===== src/rtl/note_box_drawer.sv =====
// note_box_drawer: walks a filled BOX_W x BOX_H rectangle inside one grid
// cell, emitting one VGA plot per clock, then pulses done. Requests with an
// out-of-range cell are rejected with a one-cycle err pulse.
//
// Pipeline shape: the FSM and scan counters form the first stage, and every
// output is a register fed from that stage. A request accepted at edge T moves
// the FSM to DRAW at T; the first pixel appears on the outputs at T+1 and the
// last one at T+BOX_W*BOX_H. done follows one cycle later, and the FSM is back
// in IDLE in time to accept a new request on the edge after done rises.
module note_box_drawer #(
    parameter int CELL_W = 32,
    parameter int CELL_H = 20,
    parameter int MARGIN = 2,
    parameter int BOX_W  = 28,
    parameter int BOX_H  = 16
) (
    input  logic       clk,
    input  logic       reset,
    input  logic       req,
    input  logic       erase,
    input  logic [2:0] grid_x,
    input  logic [2:0] grid_y,
    output logic [7:0] vga_x,
    output logic [6:0] vga_y,
    output logic [2:0] colour,
    output logic       plot,
    output logic       busy,
    output logic       done,
    output logic       err
);

    // Highest legal cell coordinates (5 metal-bar columns, 6 rows).
    localparam logic [2:0] GRID_X_MAX = 3'd4;
    localparam logic [2:0] GRID_Y_MAX = 3'd5;

    // Scan counter limits, sized to the 5-bit cx and 4-bit cy counters.
    localparam logic [4:0] CX_LAST = 5'(BOX_W - 1);
    localparam logic [3:0] CY_LAST = 4'(BOX_H - 1);

    typedef enum logic [1:0] {
        IDLE = 2'd0,
        DRAW = 2'd1,
        DONE = 2'd2
    } state_t;

    state_t     state;
    state_t     state_d;

    // Request fields captured on acceptance; later input changes are ignored.
    logic [2:0] gx_q;
    logic [2:0] gy_q;
    logic       erase_q;

    // Position of the next pixel inside the box.
    logic [4:0] cx;
    logic [3:0] cy;

    // A rejected request was seen; err is raised from this on the next edge.
    logic       rej_q;

    logic       grid_ok;
    logic       accept;
    logic       reject;
    logic       last_px;
    logic [7:0] px_x;
    logic [6:0] px_y;
    logic [2:0] px_colour;

    // Colour of a box: black when erasing, otherwise the column's bar colour.
    function automatic logic [2:0] column_colour(input logic [2:0] col,
                                                 input logic       blank);
        logic [2:0] c;
        c = 3'b000;
        if (!blank) begin
            case (col)
                3'd0:    c = 3'b100;
                3'd1:    c = 3'b110;
                3'd2:    c = 3'b010;
                3'd3:    c = 3'b011;
                3'd4:    c = 3'b001;
                default: c = 3'b000;
            endcase
        end
        return c;
    endfunction

    assign grid_ok = (grid_x <= GRID_X_MAX) && (grid_y <= GRID_Y_MAX);
    assign accept  = (state == IDLE) && req && grid_ok;
    assign reject  = (state == IDLE) && req && !grid_ok;
    assign last_px = (cx == CX_LAST) && (cy == CY_LAST);

    // Pixel address of the current scan position. Maximum is (157,117) with
    // the default geometry, so the 8/7-bit truncation never drops a carry.
    assign px_x      = 8'(int'(gx_q) * CELL_W + MARGIN + int'(cx));
    assign px_y      = 7'(int'(gy_q) * CELL_H + MARGIN + int'(cy));
    assign px_colour = column_colour(gx_q, erase_q);

    // Next-state logic for the IDLE -> DRAW -> DONE walk.
    always_comb begin
        // NOTE: state_d gets a default before the case so no path leaves it
        // unassigned; without it synthesis would infer a latch.
        state_d = state;
        case (state)
            IDLE: begin
                if (accept) begin
                    state_d = DRAW;
                end
            end
            DRAW: begin
                if (last_px) begin
                    state_d = DONE;
                end
            end
            DONE: begin
                state_d = IDLE;
            end
            default: begin
                state_d = IDLE;
            end
        endcase
    end

    // State register; reset wins over any request presented on the same edge.
    always_ff @(posedge clk) begin
        // NOTE: sequential state uses non-blocking assignment so every flop
        // samples pre-edge values regardless of block ordering.
        if (reset) begin
            state <= IDLE;
        end else begin
            state <= state_d;
        end
    end

    // Capture the request fields and flag rejections while idle.
    always_ff @(posedge clk) begin
        if (reset) begin
            gx_q    <= 3'd0;
            gy_q    <= 3'd0;
            erase_q <= 1'b0;
            rej_q   <= 1'b0;
        end else begin
            rej_q <= reject;
            if (accept) begin
                gx_q    <= grid_x;
                gy_q    <= grid_y;
                erase_q <= erase;
            end
        end
    end

    // Row-major scan counters: cx sweeps the row, cy steps at each wrap.
    always_ff @(posedge clk) begin
        if (reset) begin
            cx <= 5'd0;
            cy <= 4'd0;
        end else if (accept) begin
            cx <= 5'd0;
            cy <= 4'd0;
        end else if (state == DRAW) begin
            if (cx == CX_LAST) begin
                cx <= 5'd0;
                cy <= cy + 4'd1;
            end else begin
                cx <= cx + 5'd1;
            end
        end
    end

    // Registered outputs, one stage behind the FSM and counters.
    always_ff @(posedge clk) begin
        if (reset) begin
            vga_x  <= 8'd0;
            vga_y  <= 7'd0;
            colour <= 3'b000;
            plot   <= 1'b0;
            busy   <= 1'b0;
            done   <= 1'b0;
            err    <= 1'b0;
        end else begin
            plot <= (state == DRAW);
            busy <= (state != IDLE);
            done <= (state == DONE);
            err  <= rej_q;
            if (state == DRAW) begin
                vga_x  <= px_x;
                vga_y  <= px_y;
                colour <= px_colour;
            end
        end
    end

endmodule


===== config.mk =====
export PLATFORM = sky130hd
export DESIGN_NAME = note_box_drawer
export DESIGN_NICKNAME = d
export VERILOG_FILES = /design/src/rtl/note_box_drawer.sv
export SDC_FILE = /design/constraint.sdc
export NUM_CORES = 1
export LEC_CHECK = 0
export CORE_ASPECT_RATIO = 1.2
export CORE_MARGIN = 2
export CORE_UTILIZATION = 47
export DETAILED_ROUTE_END_ITERATION = 8
export PLACE_DENSITY = 0.76
export SYNTH_ARGS = -nofsm -noshare
export SYNTH_HDL_FRONTEND = slang
export SYNTH_SLANG_ARGS = --single-unit
export TNS_END_PERCENT = 5

===== constraint.sdc =====
create_clock -name clk -period 1.6 [get_ports clk]
set_input_delay 0.16 -clock clk [delete_from_list [all_inputs] [get_ports clk]]
set_output_delay 0.16 -clock clk [all_outputs]
set_load 0.02 [all_outputs]

==> results.md <==
* Status: complete, no violations
* Adder-cell share of the synthesized area at 5.71%
* Mapped Cells at 213
* GRT Total Usage at 20.3%
* Pre-CTS setup slack at -225 ps
* Commonest non-fill, non-tap cell in the layout: dfxtp_1
* Met1 global-route usage at 25.6%
* Post-synthesis mux area share at 2.12%
* Routability cong. at 0.869
* Port Buffers at 31
* Die height at 73.4 µm
* Final core occ at 63.4%
* Vias in the first global route at 1,558
* DRC viols at 0
* Avg Inst Size Synth at 8.85 µm²
* Synth cell types at 49
* Initial antenna violation count at 0
* Drt total wl at 4020 µm
* Starting Density at 48.2%
* Hold-fix buffers, CTS at 0
* Ratio of cells with drive above 1 in the final layout at 14.3%
* Hold WS at 423 ps
* Clk_lat worst skew at 300 ps
* Max_cap viols at 0
* Global routing usage on met2 at 31.8%
* Ys Warns at 0
* Required time worst endpoint at 1830 ps
* Hpwl dp at 2940 µm
* Syn nets at 231
* Critical path's largest stage delay at 450 ps
* Full die area at 0.00453 mm²
* Dominant synthesized flop cell: dfxtp_1
* N_diodes at 0
* Final WS setup at 92.7 ps
* First-pass GRT wire length at 6900 µm
* DIE WIDTH at 61.8 µm
* Xor and xnor area share after synthesis at 2.32%
* Setup crit end kind: register
* Fraction of registers with async set/reset at 0%
* Synth-to-Final Area Change at 31.5%
* I/O pin count at 32
* Fmax at 663 MHz
* Synth Register Bits at 41
* Grt met3 use at 4.93%
* Final Hold Vio Count at 0
* Grt peak-use layer: met2
* Final min period at 1510 ps
* Layout net count at 276
* Critical setup path kind: reg -> reg
* FP Rows at 25
* Post-synthesis sequential area ratio at 43.6%
* Worst Hold Class: in -> reg
* CTS HTree Levels at 2
* Critical path arrival at 1730 ps
* Setup_tns at 0 ps
* IR drop worst, VDD at 0.615 mV
* Crit-path slowest cell: or3b_1
* Number of flops mapped to enable cells by yosys at 0
* Num CTS Buffers at 5
* Vias per cell at 5.35
* Worst slew pin tran at 447 ps
* Setup violators final at 0
* Drt initial violations at 43
* GRT overflow at 0
* Post-synthesis compound-gate area fraction at 19.6%
* Largest family of logic cells by synthesized area: simple AND/OR/NAND/NOR gates
* Max Root-Sink Buffers at 2
* CTS clock-pin slew for the worst setup and hold paths at 80 ps
* Placed Instances at 305
* Pwr dens at 931 mW/mm²
* Routed Antenna Nets at 0
* Core Area at 0.00391 mm²
* Worst Clk Skew at 10.8 ps
* Fillers at 338
* CTS tree: yes
* # clock sinks at 41
* Pleak at 0.901 nW
* Fin cells at 313
* Pin count of the biggest net entering global routing at 19
* Via count at 1,673
* Most frequent cells in the layout: 39 x dfxtp_1, 31 x clkdlybuf4s50_1, 30 x nand2_1
* Max Transition Viols Final at 0
* Root Buffer: clkbuf_8
* Tcrit/Tclk final at 94.2%
* Synth Area in Simple Gates at 22.0%
* Critical-path cell list: or3b_1 -> buf_4 -> nor3_4 -> mux2i_1
* DRT Pass-1 Iters at 4
* Slew margin rel. at 70.1%
* Worst setup SP type: register
* WL/cell at 12.9 µm
* Mapped cell area at 0.00188 mm²
* Crit Path Max Fanout at 4
power breakdown:
part           switching (W)  internal, W  leakage [nW]
Clock               0.000355     0.000509        0.0585
Combinational       0.000182     0.000163         0.509
Sequential         0.0000297      0.00107         0.334
Total               0.000567      0.00174         0.901
worst max-delay path: cells and delay by family, from the launching register on:
kind	cells	cell delay [ps]
simple gates	2	690
mux	1	230
flops	1	330
buf+inv	1	190
layer usage:
layer / share of wire [%] / vias up
met3: 3.7 / 8
met5: 0 / -
met1: 45 / 777
li1: - / 854
met4: 2.4 / 0
met2: 49 / 34
stage by stage:
| stage | instance area (µm²) | power, W |
|---|---|---|
| floorplan | 1880 | 0.00131 |
| global placement | 2350 | 0.00146 |
| detailed placement | 2350 | 0.00146 |
| CTS | 2470 | 0.00233 |
| global route | 2480 | 0.00241 |
| finish | 2480 | 0.00231 |
repair_timing:
item,CTS,global route
endpoints found under the setup margin,0,8
resized for setup,0,4
buffers inserted,0,0
synthesized netlist by cell type, types with 3 or more instances:
master | instances | area share (%)
nand3_1 | 10 | 2.7
nand3b_1 | 3 | 1.2
xor2_1 | 3 | 1.4
o21ai_0 | 13 | 3.5
nor2_1 | 8 | 1.6
a31oi_1 | 3 | 1.0
a21oi_1 | 20 | 5.3
nand2_1 | 30 | 6.0
nor2b_1 | 3 | 1.0
or3_1 | 7 | 2.3
buf_2 | 4 | 1.1
buf_1 | 3 | 0.60
ha_1 | 7 | 4.6
clkbuf_1 | 5 | 1.0
a211oi_1 | 4 | 1.6
inv_1 | 6 | 1.2
o211ai_1 | 3 | 1.2
dfxtp_1 | 41 | 44
mux2i_1 | 4 | 2.1
final timing paths:
check,start,endpoint,slack [ps],cells past startpoint
worst max-delay path,state[0],gx_q[0],90,4
worst min-delay path,grid_y[0],gy_q[0],420,3
worst max register to register,state[0],gx_q[0],90,4
worst min register to register,rej_q,err,440,1
flip-flops by register name, summed over array words and instances (netlist names):
signal and count:
plot 1, gx_q 3, vga_x 8, gy_q 3, cy 4, busy 1
cx 5, err 1, rej_q 1, erase_q 1, vga_y 7, done 1
colour 3, state 2
area by class of cell:
cell class                 count  area (µm²)  area share, %
clock buffer                   7        86.3           3.48
tap                           54        67.6           2.73
clock inverter                 1        30.0           1.21
sequential                    41         823           33.2
timing repair buffer          51         460           18.6
inverter                       7        26.3           1.06
multi-input combinational    152         983           39.7
logic make-up after synthesis:
logic type / Yosys count
AOI/OAI and AO/OA: 57
xor gates and xnor gates: 5
adders and majority gates: 8
buffers and inverters: 20
DFF: 41
muxes: 4
and+or+nand+nor: 78
Note: power is estimated with default switching activity, not from simulation.
